[src/rtl/bpu_update_ctrl_pkg.sv]
// Shared types for the branch-resolution / predictor-update path.
package bpu_update_ctrl_pkg;

  localparam int unsigned GSHARE_GHSR_WIDTH = 8;

  typedef struct packed {
    logic [31:0]                  pc;
    logic [31:0]                  target;
    logic                         taken;
    logic [GSHARE_GHSR_WIDTH-1:0] ghsr;
  } bpu_upd_t;

  typedef enum logic {
    RUN   = 1'b0,
    FORCE = 1'b1
  } arb_state_e;

endpackage

[src/rtl/bpu_upd_fifo.sv]
// Synchronous FIFO of predictor updates; pointers carry an extra wrap bit.
module bpu_upd_fifo
  import bpu_update_ctrl_pkg::*;
#(
  parameter int unsigned DEPTH = 4
) (
  input  logic                   clk_i,
  input  logic                   rst_i,
  input  logic                   push_i,
  input  bpu_upd_t               push_data_i,
  input  logic                   pop_i,
  output bpu_upd_t               head_o,
  output logic [$clog2(DEPTH):0] count_o,
  output logic                   full_o,
  output logic                   empty_o
);

  localparam int unsigned AW = $clog2(DEPTH);

  logic [AW:0] wr_q, wr_d, rd_q, rd_d;
  bpu_upd_t    mem_q [DEPTH];

  always_comb begin
    wr_d = wr_q;
    rd_d = rd_q;
    if (push_i) wr_d = wr_q + 1'b1;
    if (pop_i)  rd_d = rd_q + 1'b1;
  end

  always_ff @(posedge clk_i) begin
    if (rst_i) begin
      wr_q <= '0;
      rd_q <= '0;
    end else begin
      wr_q <= wr_d;
      rd_q <= rd_d;
    end
  end

  always_ff @(posedge clk_i) begin
    if (push_i) mem_q[wr_q[AW-1:0]] <= push_data_i;
  end

  assign head_o  = mem_q[rd_q[AW-1:0]];
  assign count_o = wr_q - rd_q;
  assign empty_o = (wr_q == rd_q);
  assign full_o  = (wr_q[AW] != rd_q[AW]) && (wr_q[AW-1:0] == rd_q[AW-1:0]);

endmodule

[src/rtl/bpu_update_ctrl.sv]
// Branch-resolution scheduler: registered redirect/flush/GHSR restore plus
// queued predictor training with a starvation-bounded port arbiter.
module bpu_update_ctrl
  import bpu_update_ctrl_pkg::*;
#(
  parameter int unsigned QUEUE_DEPTH = 4,
  parameter int unsigned STARVE_MAX  = 3,
  parameter int unsigned GHSR_W      = GSHARE_GHSR_WIDTH
) (
  input  logic                         clk,
  input  logic                         rst,
  input  logic                         ex_valid,
  input  logic                         ex_taken,
  input  logic                         ex_mispred,
  input  logic [31:0]                  ex_instr_pc,
  input  logic [31:0]                  ex_target,
  input  logic                         ex_is_compressed,
  input  logic [GHSR_W-1:0]            ex_ghsr,
  output logic                         ex_stall,
  output logic                         redirect_valid,
  output logic [31:0]                  redirect_pc,
  output logic                         flush,
  output logic                         ghsr_restore_valid,
  output logic [GHSR_W-1:0]            ghsr_restore,
  input  logic                         if_lookup_req,
  output logic                         if_hold,
  output logic                         upd_valid,
  output logic [31:0]                  upd_pc,
  output logic [31:0]                  upd_target,
  output logic                         upd_taken,
  output logic [GHSR_W-1:0]            upd_ghsr,
  output logic [$clog2(QUEUE_DEPTH):0] q_count
);

  localparam int unsigned SW = (STARVE_MAX < 1) ? 1 : $clog2(STARVE_MAX + 1);
  localparam logic [SW-1:0] SMAX = SW'(STARVE_MAX);
  localparam arb_state_e ARB_RST = (STARVE_MAX == 0) ? FORCE : RUN;

  logic       fifo_full, fifo_empty, accept, mispred_acc;
  bpu_upd_t   push_ent, head_ent;

  assign ex_stall    = fifo_full;
  assign accept      = ex_valid && !fifo_full;
  assign mispred_acc = accept && ex_mispred;

  // History is stored at package width; GHSR_W must not exceed it.
  assign push_ent = '{pc:     ex_instr_pc,
                      target: ex_target,
                      taken:  ex_taken,
                      ghsr:   GSHARE_GHSR_WIDTH'(ex_ghsr)};

  bpu_upd_fifo #(.DEPTH(QUEUE_DEPTH)) u_fifo (
    .clk_i       (clk),
    .rst_i       (rst),
    .push_i      (accept),
    .push_data_i (push_ent),
    .pop_i       (upd_valid),
    .head_o      (head_ent),
    .count_o     (q_count),
    .full_o      (fifo_full),
    .empty_o     (fifo_empty)
  );

  assign upd_pc     = fifo_empty ? '0 : head_ent.pc;
  assign upd_target = fifo_empty ? '0 : head_ent.target;
  assign upd_taken  = fifo_empty ? 1'b0 : head_ent.taken;
  assign upd_ghsr   = fifo_empty ? '0 : GHSR_W'(head_ent.ghsr);

  // Starvation arbiter: FORCE mirrors starve == STARVE_MAX.
  arb_state_e    arb_q, arb_d;
  logic [SW-1:0] starve_q, starve_d;

  always_comb begin
    starve_d  = starve_q;
    upd_valid = !fifo_empty && (!if_lookup_req || (arb_q == FORCE));
    if_hold   = !fifo_empty && if_lookup_req && (arb_q == FORCE);
    if (fifo_empty || upd_valid) starve_d = '0;
    else if (starve_q != SMAX)   starve_d = starve_q + 1'b1;
    arb_d = (starve_d == SMAX) ? FORCE : RUN;
  end

  always_ff @(posedge clk) begin
    if (rst) begin
      arb_q    <= ARB_RST;
      starve_q <= '0;
    end else begin
      arb_q    <= arb_d;
      starve_q <= starve_d;
    end
  end

  logic              redirect_valid_q, flush_q, ghsr_restore_valid_q;
  logic [31:0]       redirect_pc_q, redirect_pc_d;
  logic [GHSR_W-1:0] ghsr_restore_q, ghsr_restore_d;

  always_comb begin
    redirect_pc_d  = ex_taken ? ex_target
                              : ex_instr_pc + (ex_is_compressed ? 32'd2 : 32'd4);
    ghsr_restore_d = {ex_ghsr[GHSR_W-2:0], ex_taken};
  end

  always_ff @(posedge clk) begin
    if (rst) begin
      redirect_valid_q     <= 1'b0;
      flush_q              <= 1'b0;
      ghsr_restore_valid_q <= 1'b0;
      redirect_pc_q        <= '0;
      ghsr_restore_q       <= '0;
    end else begin
      redirect_valid_q     <= mispred_acc;
      flush_q              <= mispred_acc;
      ghsr_restore_valid_q <= mispred_acc;
      if (mispred_acc) begin
        redirect_pc_q  <= redirect_pc_d;
        ghsr_restore_q <= ghsr_restore_d;
      end
    end
  end

  assign redirect_valid     = redirect_valid_q;
  assign flush              = flush_q;
  assign ghsr_restore_valid = ghsr_restore_valid_q;
  assign redirect_pc        = redirect_pc_q;
  assign ghsr_restore       = ghsr_restore_q;

endmodule

[config.mk]
export PLATFORM = sky130hd
export DESIGN_NAME = bpu_update_ctrl
export DESIGN_NICKNAME = d
export VERILOG_FILES = /design/src/rtl/bpu_update_ctrl_pkg.sv /design/src/rtl/bpu_upd_fifo.sv /design/src/rtl/bpu_update_ctrl.sv
export SDC_FILE = /design/constraint.sdc
export NUM_CORES = 1
export LEC_CHECK = 0
export BUFFER_PORTS_ARGS = -buffer_cell sky130_fd_sc_hd__buf_2
export CORE_ASPECT_RATIO = 0.8
export CORE_MARGIN = 2
export CORE_UTILIZATION = 25
export CTS_CLUSTER_DIAMETER = 150
export DETAILED_ROUTE_END_ITERATION = 16
export GPL_TIMING_DRIVEN = 0
export SLEW_MARGIN = 5
export SYNTH_ARGS = -nofsm -noshare
export SYNTH_HDL_FRONTEND = slang
export SYNTH_SLANG_ARGS = --single-unit
export TNS_END_PERCENT = 100
[constraint.sdc]
create_clock -name clk -period 5.3 [get_ports clk]
set_clock_uncertainty 0.2 [all_clocks]
set_input_delay 0.53 -clock clk [delete_from_list [all_inputs] [get_ports clk]]
set_output_delay 0.53 -clock clk [all_outputs]
set_load 0.005 [all_outputs]
==> results_tabular.tex, run 1 <==
\begin{tabular}{lr}
\hline
Metric & Value \\
\hline
\multicolumn{2}{l}{\textbf{Status}} \\
Status & complete, no violations \\
\multicolumn{2}{l}{\textbf{Synth}} \\
Post-synthesis sequential element count & roughly 340 \\
Cells taking the most area after synthesis & edfxtp\_1 (63\%), mux4\_2 (12\%), dfxtp\_1 (7.5\%) \\
EDFF count, synth & between 200 and 300 \\
Number of nets produced by synthesis & 917 \\
Post-synthesis cell type with the largest combined area & edfxtp\_1 \\
Average size of a mapped cell & 16.8 µm² \\
Share of synthesized registers carrying an async set or reset & 0\% \\
Register area share after synthesis & 70.5\% \\
Synthesized cell area & 13900 µm² \\
Distinct cell type count of the synthesized netlist & between 40 and 50 \\
Primary FF master, synth & edfxtp\_1 \\
Number of warnings issued by yosys & 0 \\
Post-synth top area share & a little over three fifths \\
Gate Count Post-Synth & a little over 800 \\
\multicolumn{2}{l}{\textbf{Timing}} \\
Unrepaired setup endpoints after global routing & false \\
Period utilization & roughly three quarters \\
Worst slack on hold paths & about 35 ps \\
Fmax & 0.250 GHz \\
Worst Max-Slew Pin Slew & 1080 ps \\
Setup violation total in the final timing report & 0 \\
Max-slew violation total from the final report & 0 \\
Fin crit period & $\sim$4000 ps \\
Fin. Hold Viols & 0 \\
Sum of negative setup slack & 0 ps \\
Remaining max-slew budget at the tightest pin & 28.2\% \\
\multicolumn{2}{l}{\textbf{Layout}} \\
Layout cells sized above 1 & 32.1\% \\
Most common library cell in the layout ignoring fill and taps & edfxtp\_1 \\
\# fillers & 5490 \\
Number of nets in the layout & 1178 \\
Area overhead of the layout relative to synthesis & 24.4\% \\
FF/Latch Area & 9810 µm² \\
Footprint of the multi-input gates & 3810 µm² \\
Highest-count cells in the layout ignoring fill and taps & edfxtp\_1 (292), buf\_2 (215), and2\_1 (74) \\
\multicolumn{2}{l}{\textbf{Power}} \\
Leakage Power & 6.09 nW \\
Power Total & 0.00700 W \\
Proportion of power drawn by flip-flops and latches & 44.6\% \\
Switching portion of total power & 26.5\% \\
Net switching power & about 0.0019 W \\
Clock share of power & 36.1\% \\
Power per unit of standard cell area & 404 nW/µm² \\
Power Internal & between 0.005 and 0.006 W \\
Worst voltage drop across the vdd grid & 0.000236 V \\
Combinational share of power & roughly a fifth \\
\multicolumn{2}{l}{\textbf{Placed design}} \\
Routability-driven placement congestion ratio & roughly 0.74 \\
Port-buffer cells & 200 \\
Dpl hpwl & 27600 µm \\
\multicolumn{2}{l}{\textbf{CTS}} \\
Number of buffers inserted to repair setup after CTS & 0 \\
Clk Latency, worst-skew pair & 540 ps \\
CTS tree & yes \\
Buffers from clock root to sink, at most & 3 \\
Maximum level of the CTS H-tree & 2 \\
Clock transition time at the flip-flop clock pins of the worst setup and hold paths & 60 ps \\
Number of gates given a new drive strength after cts & 0 \\
Clock root buffer master & clkbuf\_16 \\
Number of buffers created by CTS & 39 \\
Clk sink count & 344 \\
\multicolumn{2}{l}{\textbf{Critical path}} \\
Category of the critical setup timing path & reg -> out \\
Flop2flop setup slack & 2450 ps \\
Crit. End Element & primary output \\
Worst r2r path cells & 6 \\
Startpoint kind of the worst setup timing path & register \\
CP Max Fanout & 10 \\
Worst r2r src & u\_fifo.wr\_q[0] \\
WP data arrival & around 3300 ps \\
Worst endpoint required time & 4570 ps \\
Max stage delay cell, worst path & clkbuf\_1 \\
Reg-to-reg endpoint & u\_fifo.mem\_q[0][60] \\
Critical-path cell list & inv\_1, ha\_1, nand3\_1, clkbuf\_1, clkbuf\_1, and2\_1, buf\_2 \\
Library cell appearing most often on the critical path & clkbuf\_1 \\
Max stage delay on crit path & 660 ps \\
\multicolumn{2}{l}{\textbf{Route}} \\
Overall routed net length & 39900 µm \\
First DRT Iteration DRCs & around 590 \\
DR vias & 8140 \\
Initial DRT Pass Iterations & 5 \\
WL/cell & 21.4 µm \\
Post-detailed-route DRC marker count & 0 \\
Remaining number of nets flagged by the antenna check after routing & 0 \\
Vias per cell & roughly 4.4 \\
\multicolumn{2}{l}{\textbf{Floorplan}} \\
Effective utilization at floorplan & 25.2\% \\
Height of the chip & 215 µm \\
Core Area & 55100 µm² \\
Row cnt & 77 \\
Die width & 268 µm \\
Count of boundary I/O pins & about 200 \\
Die area & 57600 µm² \\
\multicolumn{2}{l}{\textbf{Worst hold path}} \\
Path category of the worst min-delay check & in -> reg \\
Terminating pin of the worst hold path & u\_fifo.mem\_q[3][38] \\
Hold Crit Start & ex\_target[29] \\
Cell depth of the worst hold path & 1 \\
\multicolumn{2}{l}{\textbf{Global routing}} \\
Largest net degree at the start of global routing & 47 \\
Total global routing track utilization & 13.8\% \\
Initial antenna violation count & 4 \\
Global-route congestion overflow total & 0 \\
Number of global-route vias before repair & 8544 \\
Global-route wire length before repair & 56900 µm \\
\multicolumn{2}{l}{\textbf{Flow run}} \\
Max-capacitance violation count & 0 \\
\hline
\end{tabular}
[state kept, by name (all words and copies together) (netlist names), named ones only]
register and count:
arb_q 1, ghsr_restore 8, ghsr_restore_valid 1, redirect_pc 32
starve_q 2, u_fifo.mem_q 292, u_fifo.rd_q 3, u_fifo.wr_q 3
[power by group through the flow]
stage / sequential, W / clock (W) / combinational [W]
CTS: 0.00312 / 0.00261 / 0.00141
finish: 0.00312 / 0.00252 / 0.00136
floorplan: 0.00317 / 0 / 0.000751
global route: 0.00313 / 0.00271 / 0.00150
global placement: 0.00319 / 0 / 0.00137
detailed placement: 0.00318 / 0 / 0.00140
[per-stage QoR]
stage | worst slack, ps | area [µm²] | utilization, % | instances
6_report | 1300 | 17300 | 31.4 | 1868
5_1_grt | 1010 | 17300 | 31.4 | 1866
4_1_cts | 1090 | 17300 | 31.4 | 1866
3_5_place_dp | 1700 | 16000 | 29.0 | 1781
3_3_place_gp | -88.8 | 15900 | 28.8 | 1777
2_1_floorplan | 1780 | 13900 | - | 827
[worst max path at each step]
stage	startpoint	endpoint	slack, ps	depth (start not counted)
after floorplan	u_fifo.wr_q[0]	u_fifo.mem_q[3][0]	1780	5
after global placement	u_fifo.wr_q[0]	u_fifo.mem_q[2][49]	-90	5
after detailed placement	u_fifo.wr_q[0]	upd_pc[29]	1700	7
after CTS	u_fifo.wr_q[0]	upd_pc[29]	1090	7
after global routing	u_fifo.wr_q[0]	upd_pc[29]	1010	7
final	u_fifo.wr_q[0]	upd_pc[30]	1300	7
[final cells by class]
type	instances	share of cell area [%]
Multi-Input combinational cell	411	22.0
Timing Repair Buffer	220	7.34
Tap cell	750	5.42
Clock inverter	14	0.441
Buffer	46	1.15
Sequential cell	344	56.7
Inverter	26	0.564
Antenna cell	2	0.0289
Clock buffer	55	6.35
[per-layer routing]
layer	GRT usage, %	wire, µm	vias to the layer above	part of all wire, %
met5	0	23	-	0.058
met4	3.59	787	4	2.0
met3	3.20	2420	52	6.1
met2	21.5	18100	224	45
met1	19.4	18600	4143	47
li1	-	-	3717	-
[what timing repair did]
item                       4_1_cts  5_1_grt
hold buffers                    16        0
hold endpoints to repair        55        0
setup endpoints to repair        0        0
[cell usage after synthesis, types with 10 or more instances]
library cell,count
a21oi_1,39
nand3_1,15
and2_1,78
edfxtp_1,292
nand4_1,13
mux4_2,73
clkbuf_1,28
nor2_1,29
nand2_1,39
xor2_1,21
and3_1,10
dfxtp_1,52
xnor2_1,11
buf_2,15
o21ai_0,12
inv_1,25
[critical path, delay by kind of cell, from the launching register on]
family                   cells  cell delay, ps
adder cells (fa/ha/maj)      1             340
buffers and inverters        4            1440
flip-flops                   1             400
AND/OR/NAND/NOR              2             550
[cells by family after synthesis]
family,count (synthesis),share of synthesized area [%]
AOI/OAI and AO/OA,80,3.51
adders and majority gates,11,1.10
DFF,344,70.5
buffers and inverters,72,2.13
xor gates and xnor gates,33,2.13
and+or+nand+nor,207,8.29
muxes,80,12.3
Power figures use the tool's default switching activity.
==> inputs of run 2 (changes only) <==
- clock period: 5.3 -> 4 ns (I/O delays scaled with it)
==> run 2 against run 1 <==
Clock-buffer cell count did not move. Global-route usage grew 0.15 points. Largest power group unchanged. Wire length rose by 0.88%. Final area increased by 3.4%.
==> results_tabular.tex, run 2 (same netlist as run 1, synthesis figures left out) <==
\begin{tabular}{lr}
\hline
Metric & Value \\
\hline
\multicolumn{2}{l}{\textbf{Critical path}} \\
Flop2flop setup slack & 1150 ps (-1300 ps) \\
WP data arrival & 3170 ps (-100 ps) \\
Worst endpoint required time & 3400 ps (-1170 ps) \\
Startpoint kind of the worst setup timing path & register \\
Max stage delay cell, worst path & clkbuf\_1 \\
Max stage delay on crit path & 790 ps (+130 ps) \\
Library cell appearing most often on the critical path & clkbuf\_1 \\
Worst path bufs/invs & 3 (-1) \\
Crit. End Element & primary output \\
Category of the critical setup timing path & reg -> out \\
CP Max Fanout & 10 (unchanged) \\
Family with the most delay on the worst path & buffers and inverters \\
Critical-path cell list & clkbuf\_1, clkbuf\_1, mux4\_2, and2\_1, buf\_2 \\
\multicolumn{2}{l}{\textbf{Route}} \\
Overall routed net length & 40300 µm (+0.88\%) \\
Wire length on met1 & 18800 µm (+0.88\%) \\
Post-detailed-route DRC marker count & 0 (unchanged) \\
First DRT Iteration DRCs & 649 (+11\%) \\
DR vias & 8380 (+2.9\%) \\
Initial DRT Pass Iterations & 5 (unchanged) \\
Wire length on met3 & 2320 µm (-4.1\%) \\
Vias per cell & 4.35 (-0.26\%) \\
Remaining number of nets flagged by the antenna check after routing & 0 (unchanged) \\
Met2 wire length & 18400 µm (+2.0\%) \\
DR top layer & met5 \\
WL/cell & 20.9 µm (-2.3\%) \\
\multicolumn{2}{l}{\textbf{Layout}} \\
\# fillers & 5454 (-0.66\%) \\
Area overhead of the layout relative to synthesis & 28.7\% \\
Final standard cell count with taps included and fillers excluded & 1928 (+3.2\%) \\
Final Core Density & 32.5\% (+1.1 points) \\
Max reg flops & 292 (unchanged) \\
Highest-count cells in the layout ignoring fill and taps & edfxtp\_1 (292), buf\_2 (215), dlygate4sd3\_1 (75) \\
Number of nets in the layout & 1237 (+5.0\%) \\
Most common library cell in the layout ignoring fill and taps & edfxtp\_1 \\
FF/Latch Area & 9810 µm² (unchanged) \\
Footprint of the multi-input gates & 3810 µm² (unchanged) \\
Layout cells sized above 1 & 30.6\% (-1.5 points) \\
\multicolumn{2}{l}{\textbf{Status}} \\
Status & complete, no violations \\
\multicolumn{2}{l}{\textbf{CTS}} \\
Clock transition time at the flip-flop clock pins of the worst setup and hold paths & 60 ps (about the same) \\
Buffers from clock root to sink, at most & 3 (unchanged) \\
Clk Latency, worst-skew pair & 540 ps (about the same) \\
Number of buffers inserted to repair setup after CTS & 0 (unchanged) \\
Clock root buffer master & clkbuf\_16 \\
CTS tree & yes \\
Number of buffers created by CTS & 39 (unchanged) \\
Clk sink count & 344 (unchanged) \\
Maximum level of the CTS H-tree & 2 (unchanged) \\
\multicolumn{2}{l}{\textbf{Timing}} \\
Period utilization & 94.3\% \\
Fmax & 0.265 GHz \\
Unrepaired setup endpoints after global routing & false \\
Setup violation total in the final timing report & 0 (unchanged) \\
Max-slew violation total from the final report & 0 (unchanged) \\
Worst Max-Slew Pin Slew & 1070 ps (-3.26 ps) \\
Fin. Hold Viols & 0 (unchanged) \\
Fin crit period & around 3800 ps \\
Remaining max-slew budget at the tightest pin & 28.4\% (+0.22 points) \\
\multicolumn{2}{l}{\textbf{Floorplan}} \\
Row cnt & 77 (unchanged) \\
Effective utilization at floorplan & 25.2\% (unchanged) \\
Die width & 268 µm (unchanged) \\
Die area & 57600 µm² (unchanged) \\
Count of boundary I/O pins & 201 (unchanged) \\
Core Area & 55100 µm² (unchanged) \\
Height of the chip & 215 µm (unchanged) \\
\multicolumn{2}{l}{\textbf{Placed design}} \\
Dpl hpwl & 27600 µm (unchanged) \\
Cell Count Post-Placement & 1781 (unchanged) \\
Routability-driven placement congestion ratio & 0.745 (unchanged) \\
Port-buffer cells & 200 (unchanged) \\
\multicolumn{2}{l}{\textbf{Worst hold path}} \\
Path category of the worst min-delay check & in -> reg \\
\multicolumn{2}{l}{\textbf{Global routing}} \\
Initial antenna violation count & 4 (unchanged) \\
Global-route wire length before repair & 58000 µm (+1.8\%) \\
Number of global-route vias before repair & 8856 (+3.7\%) \\
Largest net degree at the start of global routing & 47 (unchanged) \\
Total global routing track utilization & 14.0\% (+0.15 points) \\
Global-route congestion overflow total & 0 (unchanged) \\
\multicolumn{2}{l}{\textbf{Power}} \\
Worst voltage drop across the vdd grid & 0.000312 V (+32\%) \\
Leakage Power & 6.34 nW (+4.1\%) \\
Power per unit of standard cell area & 521 nW/µm² (+29\%) \\
\multicolumn{2}{l}{\textbf{Flow run}} \\
Max-capacitance violation count & 0 (unchanged) \\
\hline
\end{tabular}
## run 2: worst paths after layout
kind              depth (start not counted)                   to              from
hold / removal                            5       redirect_pc[2]  ex_is_compressed
setup reg to reg                          6  u_fifo.mem_q[0][60]    u_fifo.wr_q[0]
hold reg to reg                           1          starve_q[0]       starve_q[0]
setup / recovery                          5        upd_target[7]          register
## run 2: power breakdown
| part | switching [W] | total [W] | leakage, nW | internal [W] |
|---|---|---|---|---|
| clock network | 0.00143 | 0.00334 | 0.569 | 0.00191 |
| logic | 0.000990 | 0.00185 | 2.67 | 0.000857 |
| registers | 0.0000496 | 0.00413 | 3.11 | 0.00408 |
| total | 0.00247 | 0.00932 | 6.34 | 0.00685 |
## run 2: layout make-up
type	count	area share, %
diodes	3	0.0419
plain buffers	46	1.12
clock buffers	55	6.14
clock inverters	14	0.426
inverters	26	0.545
multi-input cells	411	21.3
flip-flops and latches	344	54.8
well taps	750	5.24
repair buffers	279	10.4
## run 2: through the flow
| step | area [µm²] | setup WS, ps | hold slack, ps | power (W) | setup TNS [ps] |
|---|---|---|---|---|---|
| 2_1_floorplan | 13900 | 483 | 213 | 0.00520 | 0 |
| 3_3_place_gp | 15900 | -1390 | 226 | 0.00604 | -397830 |
| 3_5_place_dp | 16000 | 527 | 228 | 0.00606 | 0 |
| 4_1_cts | 17900 | 108 | 163 | 0.00951 | 0 |
| 5_1_grt | 17900 | 33.4 | 213 | 0.00978 | 0 |
| 6_report | 17900 | 228 | 205 | 0.00932 | 0 |
## run 2: metal layers
metal | GRT usage [%] | vias up
li1 | - | 3834
met1 | 19.3 | 4265
met2 | 22.1 | 226
met3 | 3.28 | 51
met4 | 3.41 | 4
met5 | 0 | -
## run 2: repair_timing
item	in CTS	in global routing
resized for setup	1	0
hold endpoints to repair	307	0
hold buffers	75	0
endpoints found under the setup margin	3	0
## run 2: worst register-to-register path, cell delays in order (launching register included)
cell,delay (ps)
dfxtp_1,400
inv_1,110
ha_1,340
nand2_1,170
o21a_1,290
and2_4,660
buf_16,330
==> inputs of run 3 (changes only) <==
- CELL_PAD_IN_SITES_DETAIL_PLACEMENT: not set -> 1
- CELL_PAD_IN_SITES_GLOBAL_PLACEMENT: not set -> 1
- CORE_MARGIN: 2 -> 10
- PLACE_DENSITY_LB_ADDON: not set -> 0.1
- SKIP_CTS_REPAIR_TIMING: not set -> 1
==> run 3 against run 2 <==
Fmax rose by 3.2%. Sequential share of layout area fell by 0.34 points. Core utilization rose by 0.15 points. Wire length rose by 9.4%. Clock-buffer cell count rose by 4. Via count fell by 0.78%. Critical endpoint is now upd_pc[30]. Largest cell class unchanged. Highest routed layer is now met4.
==> results_tabular.tex, run 3 (same netlist as run 1, synthesis figures left out) <==
\begin{tabular}{lr}
\hline
Metric & Value \\
\hline
\multicolumn{2}{l}{\textbf{Power}} \\
Proportion of power drawn by flip-flops and latches & 42.3\% (-2.0 points) \\
Power Internal & 0.00725 W (+5.8\%) \\
Net switching power & 0.00254 W (+2.8\%) \\
Power per unit of standard cell area & 543 nW/µm² (+4.3\%) \\
Leakage Power & 6.41 nW (+1.1\%) \\
Worst voltage drop across the vdd grid & 0.000237 V (-24\%) \\
Combinational share of power & 19.0\% (-0.8 points) \\
Clock share of power & 38.7\% (+2.8 points) \\
Switching portion of total power & 25.9\% (-0.55 points) \\
\multicolumn{2}{l}{\textbf{CTS}} \\
CTS tree & yes \\
Clock transition time at the flip-flop clock pins of the worst setup and hold paths & 60 ps (about the same) \\
Clock root buffer master & clkbuf\_16 \\
Clk sink count & 344 (unchanged) \\
Buffers from clock root to sink, at most & 3 (unchanged) \\
Maximum level of the CTS H-tree & 2 (unchanged) \\
Clk Latency, worst-skew pair & 540 ps (about the same) \\
Number of buffers created by CTS & 41 (+5.1\%) \\
\multicolumn{2}{l}{\textbf{Status}} \\
Status & complete, no violations \\
\multicolumn{2}{l}{\textbf{Critical path}} \\
Startpoint kind of the worst setup timing path & register \\
WP data arrival & 3060 ps (-110 ps) \\
Worst r2r path cells & 6 (unchanged) \\
Reg-to-reg endpoint & u\_fifo.mem\_q[2][43] \\
Category of the critical setup timing path & reg -> out \\
Crit. End Element & primary output \\
Flop2flop setup slack & 1090 ps (-60 ps) \\
Worst endpoint required time & 3400 ps (about the same) \\
Worst r2r src & u\_fifo.wr\_q[0] \\
CP Max Fanout & 10 (unchanged) \\
\multicolumn{2}{l}{\textbf{Floorplan}} \\
Effective utilization at floorplan & 25.2\% (-0.044 points) \\
Height of the chip & 231 µm (+7.4\%) \\
Die width & 284 µm (+6.0\%) \\
Die area & 65500 µm² (+14\%) \\
Count of boundary I/O pins & 201 (unchanged) \\
Core Area & 55200 µm² (+0.17\%) \\
Row cnt & 77 (unchanged) \\
\multicolumn{2}{l}{\textbf{Timing}} \\
Sum of negative setup slack & 0 ps (unchanged) \\
Worst slack on hold paths & 13.6 ps (-191 ps) \\
Unrepaired setup endpoints after global routing & false \\
Smallest setup slack after layout & 343 ps (+115 ps) \\
Max-slew violation total from the final report & 0 (unchanged) \\
Period utilization & 91.4\% (-2.9 points) \\
Setup violation total in the final timing report & 0 (unchanged) \\
Fin crit period & 3660 ps (-115 ps) \\
Fin. Hold Viols & 0 (unchanged) \\
Remaining max-slew budget at the tightest pin & 36.1\% (+7.7 points) \\
Fmax & 0.273 GHz (+3.2\%) \\
Worst Max-Slew Pin Slew & 959 ps (-115 ps) \\
\multicolumn{2}{l}{\textbf{Placed design}} \\
Cell Count Post-Placement & 1781 (unchanged) \\
Port-buffer cells & 200 (unchanged) \\
Post-placement worst setup slack & 571 ps (+44.4 ps) \\
Routability-driven placement congestion ratio & 0.690 (-7.3\%) \\
Dpl hpwl & 30800 µm (+11\%) \\
\multicolumn{2}{l}{\textbf{Global routing}} \\
Initial antenna violation count & 2 (-2) \\
Number of global-route vias before repair & 9083 (+2.6\%) \\
Largest net degree at the start of global routing & 46 (-2.1\%) \\
Global-route congestion overflow total & 0 (unchanged) \\
Global-route wire length before repair & 63900 µm (+10\%) \\
Total global routing track utilization & 13.1\% (-0.85 points) \\
\multicolumn{2}{l}{\textbf{Route}} \\
First DRT Iteration DRCs & 488 (-25\%) \\
Post-detailed-route DRC marker count & 0 (unchanged) \\
Overall routed net length & 44000 µm (+9.4\%) \\
Initial DRT Pass Iterations & 4 (-1) \\
Vias per cell & 4.31 (-0.72\%) \\
Remaining number of nets flagged by the antenna check after routing & 0 (unchanged) \\
DR vias & 8315 (-0.78\%) \\
WL/cell & 22.9 µm (+9.4\%) \\
\multicolumn{2}{l}{\textbf{Layout}} \\
Most common library cell in the layout ignoring fill and taps & edfxtp\_1 \\
Max reg flops & 292 (unchanged) \\
Footprint of the multi-input gates & 3810 µm² (unchanged) \\
Layout cells sized above 1 & 31.1\% (+0.54 points) \\
Highest-count cells in the layout ignoring fill and taps & edfxtp\_1 (292), buf\_2 (215), and2\_1 (74) \\
\# fillers & 5734 (+5.1\%) \\
Number of nets in the layout & 1232 (-0.40\%) \\
Final standard cell count with taps included and fillers excluded & 1927 (-0.052\%) \\
FF/Latch Area & 9810 µm² (unchanged) \\
Final Core Density & 32.6\% (+0.15 points) \\
Area overhead of the layout relative to synthesis & 29.5\% \\
\multicolumn{2}{l}{\textbf{Worst hold path}} \\
Cell depth of the worst hold path & 1 (-4) \\
Hold Crit Start & ex\_instr\_pc[16] \\
Path category of the worst min-delay check & in -> reg \\
Terminating pin of the worst hold path & u\_fifo.mem\_q[1][57] \\
\multicolumn{2}{l}{\textbf{Flow run}} \\
Max-capacitance violation count & 0 (unchanged) \\
\hline
\end{tabular}
run 3: worst max path at each step:
| stage | startpoint | endpoint | slack (ps) |
|---|---|---|---|
| 3_3_place_gp | u_fifo.wr_q[0] | u_fifo.mem_q[1][43] | -1590 |
| 5_1_grt | u_fifo.wr_q[0] | upd_pc[20] | 80 |
| 6_report | u_fifo.wr_q[0] | upd_pc[30] | 340 |
| 4_1_cts | u_fifo.wr_q[0] | upd_pc[20] | -50 |
| 3_5_place_dp | u_fifo.wr_q[0] | upd_pc[30] | 570 |
| 2_1_floorplan | u_fifo.wr_q[0] | u_fifo.mem_q[3][0] | 480 |
run 3: critical path, stage by stage, from the launching register on:
cell	delay, ps
dfxtp_1	400
inv_1	120
ha_1	330
nand3_1	360
clkbuf_2	400
clkbuf_1	420
and2_1	320
buf_2	160
run 3: through the flow:
stage | area, µm² | power, W
6_report | 18000 | 0.00979
5_1_grt | 18000 | 0.0103
3_3_place_gp | 15900 | 0.00611
2_1_floorplan | 13900 | 0.00520
3_5_place_dp | 16000 | 0.00611
4_1_cts | 17300 | 0.00996
run 3: area by class of cell:
class,count,area share [%]
Inverter,26,0.542
Sequential cell,344,54.4
Clock inverter,16,0.986
Buffer,46,1.11
Timing Repair Buffer,272,9.90
Clock buffer,59,6.58
Tap cell,750,5.21
Antenna cell,3,0.0417
Multi-Input combinational cell,411,21.2
run 3: layer usage:
metal	routed length (µm)	share of wire (%)	vias to the layer above	track usage, %
met5	0	0	-	0
met4	717	1.6	0	3.25
met3	2060	4.7	54	3.01
met2	20400	46	150	20.9
met1	20900	47	4282	17.9
li1	-	-	3829	-
run 3: power by group through the flow:
stage	combinational, W	clock [W]	sequential (W)
5_1_grt	0.00209	0.00406	0.00415
2_1_floorplan	0.000996	0	0.00421
6_report	0.00186	0.00379	0.00414
4_1_cts	0.00190	0.00393	0.00414
3_5_place_dp	0.00189	0	0.00422
3_3_place_gp	0.00187	0	0.00423
